--- src/rtl/risc_ctrl_fsm.sv ---
// rtl/risc_ctrl_fsm.sv - 8-phase fetch/decode/execute sequencer for the 8-bit RISC CPU
//
// Purpose: steps every instruction through eight phases S0..S7 and issues the
// PC, IR, accumulator, memory and ALU control strobes for each phase. It also
// owns the HALTED state, which is entered from S3 of a HALT instruction and
// left by resume.
//
// Ports:
//   clk         system clock, rising edge
//   rst         synchronous active-high reset
//   opcode      IR[15:13]: HALT=000 JRZ=001 ADD=010 AND=011 XOR=100
//               LOAD=101 STORE=110 JUMP=111
//   zero        ALU zero flag
//   resume      leave HALTED (level-sampled)
//   inc_pc      increment program counter
//   load_pc     load PC from the IR address field
//   load_ir     latch data_bus into IR (S0 high byte, S1 low byte)
//   load_acc    latch ALU output into accumulator
//   alu_ena     ALU evaluates opcode this cycle
//   rd          memory read enable
//   wr          memory write enable
//   datactl_ena drive accumulator onto data_bus
//   halted      CPU is in HALTED state
//   phase       current phase S0..S7

module risc_ctrl_fsm (
  input  logic       clk,
  input  logic       rst,
  input  logic [2:0] opcode,
  input  logic       zero,
  input  logic       resume,
  output logic       inc_pc,
  output logic       load_pc,
  output logic       load_ir,
  output logic       load_acc,
  output logic       alu_ena,
  output logic       rd,
  output logic       wr,
  output logic       datactl_ena,
  output logic       halted,
  output logic [2:0] phase
);

  localparam int CYC_W = 3;

  localparam logic [2:0] OP_HALT  = 3'b000;
  localparam logic [2:0] OP_JRZ   = 3'b001;
  localparam logic [2:0] OP_ADD   = 3'b010;
  localparam logic [2:0] OP_AND   = 3'b011;
  localparam logic [2:0] OP_XOR   = 3'b100;
  localparam logic [2:0] OP_LOAD  = 3'b101;
  localparam logic [2:0] OP_STORE = 3'b110;
  localparam logic [2:0] OP_JUMP  = 3'b111;

  localparam logic [CYC_W-1:0] S0 = 3'd0;
  localparam logic [CYC_W-1:0] S1 = 3'd1;
  localparam logic [CYC_W-1:0] S3 = 3'd3;
  localparam logic [CYC_W-1:0] S4 = 3'd4;
  localparam logic [CYC_W-1:0] S5 = 3'd5;
  localparam logic [CYC_W-1:0] S6 = 3'd6;
  localparam logic [CYC_W-1:0] S7 = 3'd7;

  typedef enum logic {
    ST_RUN    = 1'b0,
    ST_HALTED = 1'b1
  } state_t;

  typedef struct packed {
    logic inc_pc;
    logic load_pc;
    logic load_ir;
    logic load_acc;
    logic alu_ena;
    logic rd;
    logic wr;
    logic datactl_ena;
  } strobes_t;

  state_t           state;
  state_t           nxt_state;
  logic [CYC_W-1:0] nxt_phase;
  strobes_t         nxt_strobes;

  // Strobes that belong to a given (state, phase). Outputs are registered, so
  // this is evaluated for the phase being entered, using opcode/zero as seen
  // at that edge; the strobes then line up with the phase they describe.
  function automatic strobes_t decode(input state_t st, input logic [CYC_W-1:0] ph,
                                      input logic [2:0] op, input logic z);
    strobes_t s;
    s = '0;
    if (st == ST_RUN) begin
      if (ph == S0 || ph == S1) begin
        s.rd      = 1'b1;
        s.load_ir = 1'b1;
        s.inc_pc  = 1'b1;
      end else begin
        case (op)
          OP_ADD, OP_AND, OP_XOR, OP_LOAD: begin
            if (ph == S4) begin
              s.alu_ena = 1'b1;
              s.rd      = 1'b1;
            end
            if (ph == S5) begin
              s.rd       = 1'b1;
              s.load_acc = 1'b1;
            end
          end
          OP_STORE: begin
            if (ph == S4) s.alu_ena = 1'b1;
            // Bus is driven one cycle either side of the write pulse.
            if (ph == S4 || ph == S5 || ph == S6) s.datactl_ena = 1'b1;
            if (ph == S5) s.wr = 1'b1;
          end
          OP_JUMP: begin
            if (ph == S4) s.alu_ena = 1'b1;
            if (ph == S4 || ph == S5) s.load_pc = 1'b1;
          end
          OP_JRZ: begin
            if (ph == S4) s.alu_ena = 1'b1;
            // Two conditional increments skip the following 16-bit word.
            if (ph == S5 || ph == S7) s.inc_pc = z;
          end
          default: begin
            // HALT and anything unrecognised: fetch strobes only.
          end
        endcase
      end
    end
    return s;
  endfunction

  always_comb begin
    nxt_state = state;
    nxt_phase = phase;
    if (state == ST_HALTED) begin
      if (resume) begin
        nxt_state = ST_RUN;
        nxt_phase = S0;
      end
    end else if (phase == S3 && opcode == OP_HALT) begin
      // Phase parks at S4 while halted; PC already points past HALT.
      nxt_state = ST_HALTED;
      nxt_phase = S4;
    end else begin
      nxt_phase = phase + 3'd1;
    end
    nxt_strobes = decode(nxt_state, nxt_phase, opcode, zero);
  end

  always_ff @(posedge clk) begin
    if (rst) begin
      state       <= ST_RUN;
      phase       <= S0;
      halted      <= 1'b0;
      inc_pc      <= 1'b0;
      load_pc     <= 1'b0;
      load_ir     <= 1'b0;
      load_acc    <= 1'b0;
      alu_ena     <= 1'b0;
      rd          <= 1'b0;
      wr          <= 1'b0;
      datactl_ena <= 1'b0;
    end else begin
      state       <= nxt_state;
      phase       <= nxt_phase;
      halted      <= (nxt_state == ST_HALTED);
      inc_pc      <= nxt_strobes.inc_pc;
      load_pc     <= nxt_strobes.load_pc;
      load_ir     <= nxt_strobes.load_ir;
      load_acc    <= nxt_strobes.load_acc;
      alu_ena     <= nxt_strobes.alu_ena;
      rd          <= nxt_strobes.rd;
      wr          <= nxt_strobes.wr;
      datactl_ena <= nxt_strobes.datactl_ena;
    end
  end

endmodule

--- config.mk ---
export PLATFORM = sky130hd
export DESIGN_NAME = risc_ctrl_fsm
export DESIGN_NICKNAME = d
export VERILOG_FILES = /design/src/rtl/risc_ctrl_fsm.sv
export SDC_FILE = /design/constraint.sdc
export NUM_CORES = 1
export LEC_CHECK = 0
export CAP_MARGIN = 40
export CORE_MARGIN = 10
export CORE_UTILIZATION = 30
export CTS_CLUSTER_DIAMETER = 80
export DETAILED_ROUTE_END_ITERATION = 12
export PLACE_DENSITY_LB_ADDON = 0.05
export SYNTH_ARGS = -nofsm -noshare
export SYNTH_HDL_FRONTEND = slang
export SYNTH_SLANG_ARGS = --single-unit
export TNS_END_PERCENT = 1
--- constraint.sdc ---
create_clock -name clk -period 3.7 [get_ports clk]
set_input_delay 0.74 -clock clk [delete_from_list [all_inputs] [get_ports clk]]
set_output_delay 0.74 -clock clk [all_outputs]
set_load 0.01 [all_outputs]
Yosys cells after proc, flatten, opt, wreduce, memory -nomap -nowiden:

Cells that the tools add are included.

* output and inout port bits: 12
* flip-flop bits (word level): 12

* equality and inequality tests: 13
* reduce and logical (&&, ||, !) cells: 14
* add/subtract/negate cells: 1
* bitwise operators: 3
* multiplexer cells: 19

Operator list (number)
* == test 3 bit (second input constant): 8
* OR reduction 4 bit: 4
* two-way mux 1 bit: 14
* == test 3 x 2 -> 1 bit (second input constant): 3
* two-way mux 3 bit: 3
* == test 3 x 1 -> 1 bit (second input constant): 2
* logical NOT 3 bit: 2
* OR reduction 3 bit: 2
* logical OR 1 bit: 4
* adder 3 x 1 -> 3 bit (second input constant): 1
* NOT 1 bit: 3
* two-way mux 2 bit: 1
* case mux 1 bit (2 select lines): 1
* OR reduction 2 bit: 1
* logical AND 1 bit: 1

Longest topological paths before layout:

* depth in word-level cells: 9
* mapped depth: 5
* mapped depth without buffers: 5

Worst setup path after synthesis:

No wires, ideal clock.

* path kind: input-to-reg
* from: input opcode[2]
* to: register inc_pc
* cell stages on the path: 3
* slack: 1.959 ns
* required time: 3.570 ns
* setup time: 0.130 ns
* data arrival time: 1.612 ns
* cell sequence: or4b_4 -> a22oi_1 -> o32ai_1

* word-level cells in the longest chain between the ends: 9

RTL lines
* from (decl): RTL line 29 `input logic [2:0] opcode,`
* logical NOT 3 bit: RTL line 140 `end else if (phase == S3 && opcode == OP_HALT) begin`
* logical AND 1 bit: RTL line 140
* two-way mux 3 bit: RTL line 140
* two-way mux 3 bit: RTL line 135 `if (state == ST_HALTED) begin`
* == test 3 bit: RTL line 121 `if (ph == S5 || ph == S7) s.inc_pc = z;`
* logical OR 1 bit: RTL line 121
* two-way mux 1 bit: RTL line 121
* two-way mux 1 bit: RTL line 97 `case (op)`
* two-way mux 1 bit: RTL line 92 `if (ph == S0 || ph == S1) begin`
* to (signal assigned): RTL line 167 `inc_pc <= nxt_strobes.inc_pc;`
* to (decl): RTL line 32 `output logic inc_pc,`

Several ways; a longest one is shown, not always the timed one.
A chain may end at the register's enable or synchronous reset.

Final worst setup path:

* from: input opcode[2]
* to: register wr

* word-level cells in the longest chain between the ends: 7

RTL lines
* logical NOT 3 bit: RTL line 140
* logical AND 1 bit: RTL line 140
* two-way mux 3 bit: RTL line 140
* two-way mux 3 bit: RTL line 135
* == test 3 x 1 -> 1 bit / logical NOT 3 bit (equally long branches): RTL line 92
* logical OR 1 bit: RTL line 92
* OR reduction 4 bit (no line)
* to (signal assigned): RTL line 173 `wr <= nxt_strobes.wr;`
* to (decl): RTL line 38 `output logic wr,`

Several ways; a longest one is shown, not always the timed one.

==> metrics.md <==
| Metric | Value |
|---|---|
| Total CTS buffers | `3` |
| Reg clk slew, reported paths | `0.07 ns` |
| Finished Core Util | `0.474` |
| Vias in the first global route | `456` |
| Cell Rows | `14` |
| CTS resizes | `0` |
| CP startpoint | `opcode[2]` |
| Antenna cells | `0` |
| Power per cell area | `428 nW/um2` |
| Die X | `60.1 um` |
| Max-slew headroom | `0.734` |
| Share of layout cells above drive strength 1 | `0.118` |
| First-pass GRT wire length | `1950 um` |
| Syn Nets | `56` |
| Count leader, synth | `dfxtp_1` |
| CP startpoint kind | `primary input` |
| Outcome | `complete, no violations` |
| Yosys warnings | `0` |
| First DRT Iteration DRCs | `8` |
| Area of the mapped netlist | `482 um2` |
| Overflow after GRT | `0` |
| Core footprint | `1510 um2` |
| Min Tclk post-route | `2.09 ns` |
| HPWL Detailed | `936 um` |
| Async SR Flop Fraction | `0` |
| Worst skew pair latency | `0.27 ns` |
| Crit share post-route | `0.565` |
| Unrepaired setup endpoints after global routing | `no` |
| Max Fclk | `479 MHz` |
| CP Data Required Time | `3.90 ns` |
| First-pass detailed-route iteration total | `4` |
| Setup CP Type | `primary input to flip-flop` |
| Setup violations, final | `0` |
| Leak | `0.000255 uW` |
| Crit path max fanout | `6` |
| CTS H-tree lvls | `1` |
| Worst setup path endpoint | `wr` |
| Largest net degree at the start of global routing | `9` |
| Max clock buf depth | `2` |
| Number of setup buffers added after CTS | `0` |
| RD Place Congestion | `0.835` |
| Cell taking the most area after synthesis | `dfxtp_1` |
| All-Layer GR Usage | `0.0694` |
| CTS Root Cell | `clkbuf_4` |
| Routed WL per cell | `13.3 um` |
| Worst VDD drop | `0.000225 V` |
| Flop and latch count out of synthesis | `12` |
| Die ar. | `3610 um2` |
| Vias | `425` |
| Routed WL | `1120 um` |
| Number of antenna violations at the first check in global routing | `0` |
| Distinct cell type count after synthesis | `21` |
| Vias per cell | `5.06` |
| Post-Syn Instances | `47` |
| Sequential element share of the synthesized area | `0.499` |
| I/O pin count | `19` |
| Starting Density | `0.320` |
| Post-route ant nets | `0` |
| CTS tree | `built` |
| Final Net Count | `78` |
| WP data arrival | `2.29 ns` |
| Clk sink count | `12` |
| Avg Synthesized Cell Area | `10.2 um2` |
| FF-to-FF setup slack | `1.93 ns` |
| Synth top area cells | `dfxtp_1 (50%), nor2_1 (5.5%), ha_1 (5.2%)` |
| Max-Cap Viols | `0` |
| Synth top cells by count | `dfxtp_1 (12), nor2_1 (7), nor3_1 (4), nor2b_1 (3)` |
| Die Span Y | `60.1 um` |
| Number of enable flip-flop cells after synthesis | `0` |
| Fillcell total | `150` |
| PortBufs | `18` |
| Top cell type's share of synthesized area | `0.499` |
| Final Slew Violations | `0` |
| Layout area overhead | `48.3%` |
| Dominant synthesized flop cell | `dfxtp_1` |
| Register-to-Register Path Depth | `5` |
| Post-CTS Hold Buffers | `0` |
| Worst Max-Slew Pin Slew | `0.396 ns` |
| FF-to-FF Start | `phase[0]` |
| CP endpoint kind | `flip-flop` |
| Skew final | `0.00222 ns` |
| Final-report hold violation count | `0` |
| Setup_tns | `0 ns` |
| Min-Delay Path Class | `flip-flop to flip-flop` |
| Post-route DRC | `0` |
| Reg-to-Reg End | `wr` |
[sequential cells by signal, indices dropped and copies added (netlist names)]
name         count
state            1
load_ir          1
datactl_ena      1
wr               1
load_pc          1
rd               1
load_acc         1
phase            3
inc_pc           1
alu_ena          1
[per-layer routing]
metal / track usage / share of wire
met5: 0 / 0
met4: 0.0385 / 0.019
met2: 0.0956 / 0.39
met3: 0.0339 / 0.082
met1: 0.0850 / 0.51
[power by group]
part / leakage (uW) / internal [uW] / switching [uW]
combinational: 0.000136 / 33.3 / 26.2
clock: 0.0000210 / 59.8 / 44.1
sequential: 0.0000982 / 138 / 4.18
total: 0.000255 / 231 / 74.5
[worst min-delay path by stage]
stage	depth (start not counted)	start	end	slack (ns)
4_1_cts	2	phase[1]	phase[1]	0.56
5_1_grt	2	phase[1]	phase[1]	0.62
3_3_place_gp	2	phase[1]	phase[1]	0.54
6_report	2	phase[1]	phase[1]	0.56
2_1_floorplan	2	phase[1]	phase[1]	0.56
3_5_place_dp	2	phase[1]	phase[1]	0.53
[through the flow]
| step | setup slack [ns] | std cells | power, uW | hold slack (ns) | instance area [um2] |
|---|---|---|---|---|---|
| floorplan | 1.96 | 47 | 174 | 0.557 | 482 |
| global placement | 1.34 | 80 | 206 | 0.544 | 678 |
| detailed placement | 1.33 | 80 | 206 | 0.532 | 678 |
| CTS | 1.61 | 84 | 309 | 0.559 | 714 |
| global route | 1.52 | 84 | 320 | 0.621 | 714 |
| finish | 1.61 | 84 | 306 | 0.555 | 714 |
[critical path: stages]
cell,delay (ns)
clkdlybuf4s50_1,0.51
or4b_4,0.61
a32oi_1,0.24
nor3b_2,0.19
[cells by family after synthesis]
kind of cell,Yosys count,share of synthesized area
DFF,12,0.499
buffers and inverters,3,0.0234
xor gates and xnor gates,1,0.0182
AOI/OAI and AO/OA,8,0.138
and+or+nand+nor,21,0.270
adders and majority gates,2,0.0519
[placed cells by master, fill, tap and decap left out, drive strengths merged]
cell type / synthesis / final
a32oi: 1 / 1
nand4b: 1 / 1
nand3: 1 / 1
a31oi: 2 / 2
nor2: 7 / 7
nand2b: 1 / 1
o2bb2ai: 1 / 1
clkbuf: 1 / 4
or4b: 1 / 1
nor3b: 2 / 2
o32ai: 1 / 1
xnor2: 1 / 1
a211oi: 1 / 1
dfxtp: 12 / 12
nor3: 4 / 4
nor2b: 3 / 3
clkdlybuf4s50: 0 / 18
a22oi: 2 / 2
nand4: 1 / 1
inv: 2 / 2
ha: 2 / 2
[area by class of cell]
cell class | instances | area, um2 | share of cell area
Sequential cell | 12 | 240 | 0.336
Multi-Input combinational cell | 32 | 230 | 0.322
Timing Repair Buffer | 18 | 180 | 0.252
Clock buffer | 4 | 36.3 | 0.0508
Tap cell | 16 | 20.0 | 0.0280
Inverter | 2 | 7.51 | 0.0105
Power figures use the tool's default switching activity.
==> RTL change (same settings) <==
Register the inputs `opcode`, `zero` and `resume` before use, with the module's reset. The logic sees them one clock later. Comments in the files are not updated.
--- a/src/rtl/risc_ctrl_fsm.sv
+++ b/src/rtl/risc_ctrl_fsm.sv
@@ -77,4 +77,20 @@
   } strobes_t;
 
+  logic [2:0] opcode_q;
+  logic zero_q;
+  logic resume_q;
+
+  always_ff @(posedge clk) begin
+    if (rst) begin
+      opcode_q <= '0;
+      zero_q   <= '0;
+      resume_q <= '0;
+    end else begin
+      opcode_q <= opcode;
+      zero_q   <= zero;
+      resume_q <= resume;
+    end
+  end
+
   state_t           state;
   state_t           nxt_state;
@@ -134,9 +150,9 @@
     nxt_phase = phase;
     if (state == ST_HALTED) begin
-      if (resume) begin
+      if (resume_q) begin
         nxt_state = ST_RUN;
         nxt_phase = S0;
       end
-    end else if (phase == S3 && opcode == OP_HALT) begin
+    end else if (phase == S3 && opcode_q == OP_HALT) begin
       // Phase parks at S4 while halted; PC already points past HALT.
       nxt_state = ST_HALTED;
@@ -145,5 +161,5 @@
       nxt_phase = phase + 3'd1;
     end
-    nxt_strobes = decode(nxt_state, nxt_phase, opcode, zero);
+    nxt_strobes = decode(nxt_state, nxt_phase, opcode_q, zero_q);
   end
 
Function: changed (a bounded check fails within 10 cycles, from zero or initial values and one cycle with rst high).
==> RTL change against the original RTL <==
Cell area is 19% higher. Total power is 26% higher. Via count is 12% higher. Routed wire length is 19% higher. Combinational power is 35% higher. Global-route usage is 0.064 points higher. Area after synthesis is 27% higher. Sequential cell count is 5 higher. Setup slack worse by 0.0031 ns. Highest routed layer unchanged.
==> RTL change: results (changes against the original RTL) <==
* Power Density: 451.5 nW/um^2 (was 427.6 nW/um^2)
* Status: complete, no violations (unchanged)
- The final non-filler cell total is 105 (was 84).
- The global-route wire length before repair was 2.332 mm (was 1.952 mm).
- Least-Margin Pin Slew: 0.4624 ns (was 0.3958 ns)
- The length of routed met2 wiring is 610 um (was 439 um).
- The endpoint with the worst hold slack was inc_pc (was phase[1]).
- Largest net degree at the start of global routing: 14 (was 9)
* Combinational cell fraction of total power: 0.210 (was 0.195)
* Cell area after placement: 823.3 um^2 (was 678.2 um^2)
* Endpoint of the most critical register-to-register path: inc_pc (was wr)
- The post-placement worst setup slack is 1.482 ns (was 1.334 ns).
- Clock Latency Late Sink: 0.29 ns (was 0.27 ns)
- The source of the worst hold timing path was zero_q (was phase[1]).
- The global routing met3 resource utilization was 0.03729 (was 0.03390).
- The maximum fanout count along the critical path was 8 (was 6).
- The critical path's slowest cell is sky130_fd_sc_hd__clkdlybuf4s50_1 (was sky130_fd_sc_hd__or4b_4).
- Worst vdd rail ir drop: 0.2522 mV (was 0.2246 mV)
- Worst setup skew after layout: 0.01079 ns (was 0.002216 ns)
- The number of placed instances, taps included came to 101 (was 80).
- The data arrival at the endpoint of the critical path is 1.35 ns (was 2.29 ns).
* DRT iter0 DRCs: 0 (was 8)
- Global routing usage summed across all routing layers: 0.07007 (was 0.06943)
- Met1 routed wirelength after detailed routing: 604 um (was 565 um)
- The critical path launch point is state (was opcode[2]).
* DRT Wirelength: 1.326 mm (was 1.118 mm)
* Routing usage on met2: 0.1073 (was 0.09559)
* Share of layout cells above drive strength 1: 0.1026 (was 0.1176)
- The total nets after synthesis came to 66 (was 56).
* Cell family with most CP delay: buffers and inverters (was simple AND/OR/NAND/NOR gates)
- The met1 demand-to-capacity share in global routing came to 0.07260 (was 0.08503).
RTL change: cell count changes in the layout (fill, tap and decap cells not counted), sizes merged:
cell    change
clkinv      +1
nor2b       +5
dfxtp       +5
clkbuf      -1
RTL change: final cells by class:
| type | instances | area, um^2 |
|---|---|---|
| clock buffer | 3 | 22.52 |
| clock inverter | 1 | 5.005 |
| fill | 209 | 1111 |
| inverter | 2 | 7.507 |
| multi-input combinational | 37 | 261.5 |
| sequential | 17 | 340.3 |
| tap | 27 | 33.78 |
| timing repair buffer | 18 | 180.2 |
RTL change: logic make-up after synthesis:
| group | Yosys count | synth area share |
|---|---|---|
| and+or+nand+nor | 26 | 0.2633 |
| adders and majority gates | 2 | 0.04081 |
| DFF | 17 | 0.5551 |
| AOI/OAI and AO/OA | 8 | 0.1082 |
| buffers and inverters | 3 | 0.01837 |
| xor gates and xnor gates | 1 | 0.01429 |
